**src/rtl/imuldiv_muldiv_arbiter.sv**
```systemverilog
// ---------------------------------------------------------------------------
// imuldiv_muldiv_arbiter
//
// Shares one in-order multiply/divide unit between two requesters.
// Requests are granted round-robin. The id of each issued request is pushed
// into a small owner FIFO so that responses, which return in issue order,
// can be steered back to the requester that asked for them. Both paths are
// purely combinational forwarding. The only state is the priority bit and
// the owner FIFO.
//
// Ports
//   clk, reset             : clock, synchronous active-high reset
//   req0_* / req1_*        : requester op (fn, a, b) with val/rdy handshake
//   resp0_* / resp1_*      : 64-bit result back to each requester, val/rdy
//   muldivreq_*            : granted op forwarded to the shared unit
//   muldivresp_*           : result from the shared unit, val/rdy
//
// fn encoding: 0 mul, 1 div, 2 divu, 3 rem, 4 remu.
// ---------------------------------------------------------------------------
module imuldiv_muldiv_arbiter #(
    parameter int DEPTH  = 2,
    parameter int DATA_W = 32
) (
    input  logic                clk,
    input  logic                reset,

    input  logic [2:0]          req0_msg_fn,
    input  logic [DATA_W-1:0]   req0_msg_a,
    input  logic [DATA_W-1:0]   req0_msg_b,
    input  logic                req0_val,
    output logic                req0_rdy,
    output logic [2*DATA_W-1:0] resp0_msg_result,
    output logic                resp0_val,
    input  logic                resp0_rdy,

    input  logic [2:0]          req1_msg_fn,
    input  logic [DATA_W-1:0]   req1_msg_a,
    input  logic [DATA_W-1:0]   req1_msg_b,
    input  logic                req1_val,
    output logic                req1_rdy,
    output logic [2*DATA_W-1:0] resp1_msg_result,
    output logic                resp1_val,
    input  logic                resp1_rdy,

    output logic [2:0]          muldivreq_msg_fn,
    output logic [DATA_W-1:0]   muldivreq_msg_a,
    output logic [DATA_W-1:0]   muldivreq_msg_b,
    output logic                muldivreq_val,
    input  logic                muldivreq_rdy,

    input  logic [2*DATA_W-1:0] muldivresp_msg_result,
    input  logic                muldivresp_val,
    output logic                muldivresp_rdy
);

    localparam int PTR_W = (DEPTH > 1) ? $clog2(DEPTH) : 1;
    localparam int CNT_W = $clog2(DEPTH + 1);
    localparam logic [CNT_W-1:0] FULL_CNT = CNT_W'(DEPTH);

    logic             prio;
    logic [DEPTH-1:0] owner_q;
    logic [PTR_W-1:0] head;
    logic [PTR_W-1:0] tail;
    logic [CNT_W-1:0] count;

    logic not_full;
    logic not_empty;
    logic any_val;
    logic grant;
    logic owner;
    logic req_fire;
    logic resp_fire;

    // Fullness comes from the registered count only. A pop in the same cycle
    // does not open a slot until the next cycle, which keeps the ready path
    // free of any dependency on the response side.
    assign not_full  = (count < FULL_CNT);
    assign not_empty = (count != '0);
    assign any_val   = req0_val || req1_val;

    // Port 0 when it alone is valid (and when nothing is valid, so the
    // forwarded fields default to port 0). Ties are broken by prio.
    assign grant = (req0_val && req1_val) ? prio : req1_val;

    assign muldivreq_val    = any_val && not_full;
    assign muldivreq_msg_fn = grant ? req1_msg_fn : req0_msg_fn;
    assign muldivreq_msg_a  = grant ? req1_msg_a  : req0_msg_a;
    assign muldivreq_msg_b  = grant ? req1_msg_b  : req0_msg_b;

    assign req0_rdy = muldivreq_rdy && not_full && any_val && !grant;
    assign req1_rdy = muldivreq_rdy && not_full && any_val &&  grant;

    // The unit answers in order, so the FIFO head always owns the response
    // currently offered. A stalled owner therefore blocks the other port.
    assign owner = owner_q[head];

    assign resp0_msg_result = muldivresp_msg_result;
    assign resp1_msg_result = muldivresp_msg_result;
    assign resp0_val        = muldivresp_val && not_empty && !owner;
    assign resp1_val        = muldivresp_val && not_empty &&  owner;
    assign muldivresp_rdy   = not_empty && (owner ? resp1_rdy : resp0_rdy);

    assign req_fire  = muldivreq_val && muldivreq_rdy;
    assign resp_fire = muldivresp_val && muldivresp_rdy;

    always_ff @(posedge clk) begin
        if (reset) begin
            prio  <= 1'b0;
            count <= '0;
            head  <= '0;
            tail  <= '0;
        end else begin
            if (req_fire) begin
                prio <= ~grant;
                tail <= tail + 1'b1;
            end
            if (resp_fire) begin
                head <= head + 1'b1;
            end
            case ({req_fire, resp_fire})
                2'b10:   count <= count + 1'b1;
                2'b01:   count <= count - 1'b1;
                default: count <= count;
            endcase
        end
    end

    // Owner storage is qualified by count, so it needs no reset.
    always_ff @(posedge clk) begin
        if (req_fire) begin
            owner_q[tail] <= grant;
        end
    end

endmodule

```
**config.mk**
```make
export PLATFORM = sky130hd
export DESIGN_NAME = imuldiv_muldiv_arbiter
export DESIGN_NICKNAME = d
export VERILOG_FILES = /design/src/rtl/imuldiv_muldiv_arbiter.sv
export SDC_FILE = /design/constraint.sdc
export NUM_CORES = 1
export LEC_CHECK = 0
export CORE_AREA = 2 2 160 162
export DETAILED_ROUTE_END_ITERATION = 6
export DIE_AREA = 0 0 162 164
export SLEW_MARGIN = 0
export SYNTH_ARGS = -nofsm -noshare
export SYNTH_HDL_FRONTEND = slang
export SYNTH_SLANG_ARGS = --single-unit
```
**constraint.sdc**
```tcl
create_clock -name clk -period 2.3 [get_ports clk]
set_input_delay 0.69 -clock clk [delete_from_list [all_inputs] [get_ports clk]]
set_output_delay 0.69 -clock clk [all_outputs]
set_load 0.02 [all_outputs]
```
== Word level (Yosys, flattened, before mapping) ==
Index checks and enable logic that the tools add are counted.

* Register bits: 7
* Input bits: 206
* Output and inout port bits: 201
* Logic and storage cells: 45

* Add/sub/neg operators: 4
* Magnitude comparators: 4
* Eq/ne operators: 2
* Multiplexer cells: 11
* Bitwise operators: 1
* Reduce and logical (&&, ||, !) cells: 18

{| class="wikitable"
|+ Operators with widths
! operator !! number
|-
| $mux W32 || 2
|-
| $logic_and A1 B1 Y1 || 13
|-
| $mux W1 || 5
|-
| $lt A1 B2 Y1 const B || 2
|-
| $pmux W2 S2 || 1
|-
| $reduce_bool A2 Y1 || 2
|-
| $mux W3 || 1
|-
| $add A1 B1 Y1 const B || 2
|-
| $add A2 B1 Y2 const B || 1
|-
| $bwmux W2 || 1
|-
| $eq A2 B1 Y1 const B || 1
|-
| $eq A2 B2 Y1 const B || 1
|-
| $logic_not A1 Y1 || 2
|-
| $lt A2 B2 Y1 const B || 1
|-
| $sub A2 B1 Y2 const B || 1
|-
| $demux W1 S1 || 1
|-
| $ge A1 B1 Y1 const B || 1
|-
| $logic_or A1 B1 Y1 || 1
|-
| $not A1 Y1 || 1
|}

== Longest topological paths before layout ==
Gate-level depths: netlist (run 1).

* Word-level depth: 7
* Depth in mapped cells: 7
* Gate-level depth less buffers: 6

== Worst setup path before layout (run 1) ==
Ideal clock, no wire load.

* Path kind: input-to-output
* Start point: input req0_val
* End point: output muldivreq_msg_a[24]
* Arrival time: 1.605 ns
* Required time: 1.610 ns
* Path slack: 0.005 ns
* Stages: 5
* Buffers on the path: 2
* Cells stage by stage: inv_1 > o21ai_2 > buf_4 > buf_6 > mux2_2

* Longest elaborated chain between the ends: 3

{| class="wikitable"
|+ Ends and longest elaborated chain
! item !! line !! text
|-
| start, declared || 30 || <nowiki>input logic req0_val,</nowiki>
|-
| $logic_and A1 B1 Y1 || 83 || <nowiki>assign grant = (req0_val && req1_val) ? prio : req1_val;</nowiki>
|-
| $mux W1 || 83 ||
|-
| $mux W32 || 87 || <nowiki>assign muldivreq_msg_a = grant ? req1_msg_a : req0_msg_a;</nowiki>
|-
| end, declared || 46 || <nowiki>output logic [DATA_W-1:0] muldivreq_msg_a,</nowiki>
|}

Every way passes these cells.

== Worst setup path after layout (run 1) ==
* Start point: input req0_val
* End point: output muldivreq_msg_fn[0]

* Longest elaborated chain between the ends: 3

{| class="wikitable"
|+ Ends and longest elaborated chain
! item !! line !! text
|-
| $logic_and A1 B1 Y1 || 83 ||
|-
| $mux W1 || 83 ||
|-
| $mux W3 || 86 || <nowiki>assign muldivreq_msg_fn = grant ? req1_msg_fn : req0_msg_fn;</nowiki>
|-
| end, declared || 45 || <nowiki>output logic [2:0] muldivreq_msg_fn,</nowiki>
|}

Every way passes these cells.

==> results.py, run 1 <==
metrics = {
    "run_status": {
        "outcome": "finished, violations left",
        "failed_checks": "setup timing",
    },
    "synth": {
        "synth_area_mm2": 0.00215,
        "synth_top_area_share": 0.450,
        "yosys_warnings": 0,
        "ys_ff_latch": 7,
        "netlist_top_cells_area": "buf_4 (45%), mux2_2 (35%), dfxtp_1 (4.7%), edfxtp_1 (2.8%), nor2_1 (1.2%)",
        "synth-adder-area-share": 0.00582,
        "synth_cell_types": 27,
        "synth_top_family_by_area": "buffers and inverters",
        "synth.mux.area_fraction": 0.372,
        "synth_seq_area_share": 0.0745,
        "synth_xor_area_frac": 0.00814,
        "synth_compound_area_frac": 0.0361,
        "synth-simple-area-share": 0.0291,
        "synth.largest_area_cell": "buf_4",
        "synth_cells": 244,
        "syn_avg_cell_area_um2": 8.81,
        "syn_nets": 451,
    },
    "timing": {
        "fmaxAchievable_mhz": 392,
        "min_period_ps": 2550,
        "setup_violations": 68,
        "rsz0062_at_grt": "yes",
        "drv_slew": 0,
        "hold_viol": 0,
        "tightest_slew_ps": 286,
        "skew_ps": 0.258,
        "tns_ps": -12370,
        "fin_crit_sh": 1.11,
        "setup_slack_ps": -254,
        "slew_headroom": 0.805,
    },
    "die": {
        "start_util": 0.0867,
        "die_y_um": 164,
        "rows": 58,
        "core_area_mm2": 0.0248,
        "dieArea_mm2": 0.0266,
        "ios": 407,
        "die_w_um": 162,
    },
    "place": {
        "place_inst": 665,
        "gp_congestion": 0.651,
        "dp_hpwl_mm": 6.93,
        "place_ws_ps": -1110,
        "port-buffer-count": 214,
    },
    "final_layout": {
        "final_nets": 567,
        "final_core_util": 0.181,
        "layout-drive-gt1-share": 0.515,
        "final_cell_count_no_fill": 689,
        "antenna_cells": 0,
        "syn_to_final_growth_pct": 109,
    },
    "power": {
        "combPwrFrac": 0.717,
        "switchingPower_uw": 543,
        "clkPwrFrac": 0.181,
        "seqPwrFrac": 0.102,
        "internal-power_uw": 1110,
        "ir_drop_mv": 0.224,
        "finalPower_uw": 1650,
        "powerDensity_mw_per_mm2": 368,
        "swShare": 0.328,
        "p_leak_uw": 0.00196,
    },
    "setup_path": {
        "slowest_delay_ps": 340,
        "worstPathCellList": "buf_8 > inv_4 > o21ai_4 > buf_12 > buf_12 > buf_8 > mux2_2 > buf_6",
        "r2r_end": "count[1]",
        "cp-endpoint": "muldivreq_msg_fn[0]",
        "crit_path_start_kind": "input port",
        "end_kind": "output pin",
        "path_class": "in2out",
        "cp.arrival_ps": 1860,
        "ff2ff_setup_slack_ps": 470,
        "r2r_start": "head",
        "crit_start": "req0_val",
        "r2r_cells": 5,
        "cpMaxStageDelayCell": "mux2_2",
        "path_max_fanout": 6,
        "cp.required_ps": 1610,
    },
    "job": {
        "max_cap_viol_count": 0,
    },
    "drt": {
        "antenna_left": 0,
        "drtPass1Iterations": 3,
        "avgViaCountPerCell": 2.90,
        "drc": 0,
        "drt_iter0_markers": 35,
        "vias": 2000,
        "wl_per_cell_um": 14.6,
        "drt_wl_total_mm": 10.0,
    },
    "clocking": {
        "clockBufferDepth": 2,
        "ctsHoldBuffers": 0,
        "cts_buffers": 3,
        "htreeDepth": 1,
        "path_clk_slew_ps": 40,
        "cts_tree": "yes",
        "cts.sinks": 7,
        "clock_tree.root_cell": "clkbuf_16",
        "clock_latency_ps": 230,
    },
    "global_route": {
        "grt_max_degree": 26,
        "grt_pass1_vias": 1921,
        "antenna_found_initial": 0,
        "grt-ovfl-total": 0,
        "grt_pass1_wl_mm": 11.5,
        "grtUsageTotal": 0.0571,
    },
    "worst_hold_path": {
        "hold_class": "reg2reg",
    },
}
-- through the flow --
step                      area [um2]  hold WS (ps)
after floorplan                 2150           494
after global placement          3830           541
after detailed placement        3830           562
after CTS                       3900           562
after global routing            4490           607
final                           4490           560
-- how the worst min path moves through the flow --
stage,startpoint,to,slack [ps],depth (start not counted)
2_1_floorplan,count[1],count[1],490,2
3_3_place_gp,tail,tail,540,2
3_5_place_dp,tail,tail,560,2
4_1_cts,tail,tail,560,2
5_1_grt,tail,tail,610,2
6_report,tail,tail,560,2
-- power by group through the flow --
stage | registers (uW) | clock network (uW) | logic, uW
final | 169 | 299 | 1190
after global routing | 173 | 312 | 1250
after CTS | 170 | 304 | 979
after detailed placement | 172 | 0 | 971
after global placement | 172 | 0 | 971
after floorplan | 168 | 0 | 747
-- kinds of logic after synthesis --
kind of cell	after synthesis
xor+xnor	2
flops	7
simple gates	13
mux	71
buf+inv	139
fa+ha+maj	1
compound gates	11
-- registers in the layout, summed over array words and instances (netlist names) --
register  cells
count         2
head          1
owner_q       2
prio          1
tail          1
-- cell type report --
class | instances | area (um2)
Fill cell | 2800 | 20300
Timing Repair Buffer | 247 | 2630
Multi-Input combinational cell | 98 | 1200
Tap cell | 330 | 413
Sequential cell | 7 | 160
Clock buffer | 4 | 78.8
Inverter | 3 | 13.8
-- metal layers --
layer,share of wire,global-route usage,vias up
met2,0.47,0.0899,124
met3,0.087,0.0174,63
met5,0,0,-
li1,-,-,918
met4,0.053,0.0386,0
met1,0.39,0.0668,895
-- cell usage after synthesis --
master and number:
buf_6 1, ha_1 1, dfxtp_1 5, buf_4 129, nor2b_1 2, o21ai_0 2
a21bo_2 1, inv_1 3, o211ai_1 2, or3_1 1, mux2_2 67, mux2i_1 2
mux2i_2 1, buf_2 5, nand3b_1 1, and3_1 1, clkbuf_2 1, edfxtp_1 2
o21ai_2 1, o21ba_2 1, a311oi_1 1, a21oi_1 3, mux2_1 1, nor2_1 7
xor2_1 1, nand2_1 1, xnor2_1 1
-- cell usage in the layout (no fill, tap or decap), types with 2 or more instances in the layout --
cell / n
mux2i_1: 2
o211ai_1: 2
buf_12: 5
buf_4: 16
buf_16: 3
nor2_1: 6
mux2_4: 56
buf_8: 5
nor2b_1: 2
edfxtp_1: 2
clkdlybuf4s50_1: 139
buf_6: 64
o21ai_0: 2
dfxtp_1: 5
mux2_2: 11
a21oi_1: 3
buf_2: 10
clkbuf_16: 6
-- critical path: cells and delay by family --
family,cells,cell delay (ps)
buf+inv,6,690
mux,1,340
compound gates,1,130
-- timing repair --
item	in CTS	in global routing
gates resized for setup	331	177
cloned	3	5
setup endpoints to repair	74	69
pin swaps	1	2
buffers inserted	11	4
(Power assumes the default switching activity.)
==> inputs of run 2 (changes only) <==
--- a/config.mk
+++ b/config.mk
@@ -8,6 +8,7 @@
 export CORE_AREA = 2 2 160 162
 export DETAILED_ROUTE_END_ITERATION = 6
 export DIE_AREA = 0 0 162 164
+export HOLD_SLACK_MARGIN = 0.02
 export SLEW_MARGIN = 0
 export SYNTH_ARGS = -nofsm -noshare
 export SYNTH_HDL_FRONTEND = slang
==> results of run 2 <==
No change in the layout: final DEF, timing and power equal those of run 1.
==> inputs of run 3 (changes only) <==
--- a/config.mk
+++ b/config.mk
@@ -5,6 +5,7 @@
 export SDC_FILE = /design/constraint.sdc
 export NUM_CORES = 1
 export LEC_CHECK = 0
+export ABC_CLOCK_PERIOD_IN_PS = 2300
 export CORE_AREA = 2 2 160 162
 export DETAILED_ROUTE_END_ITERATION = 6
 export DIE_AREA = 0 0 162 164
==> results of run 3 <==
No change in the layout: final DEF, timing and power equal those of run 1.
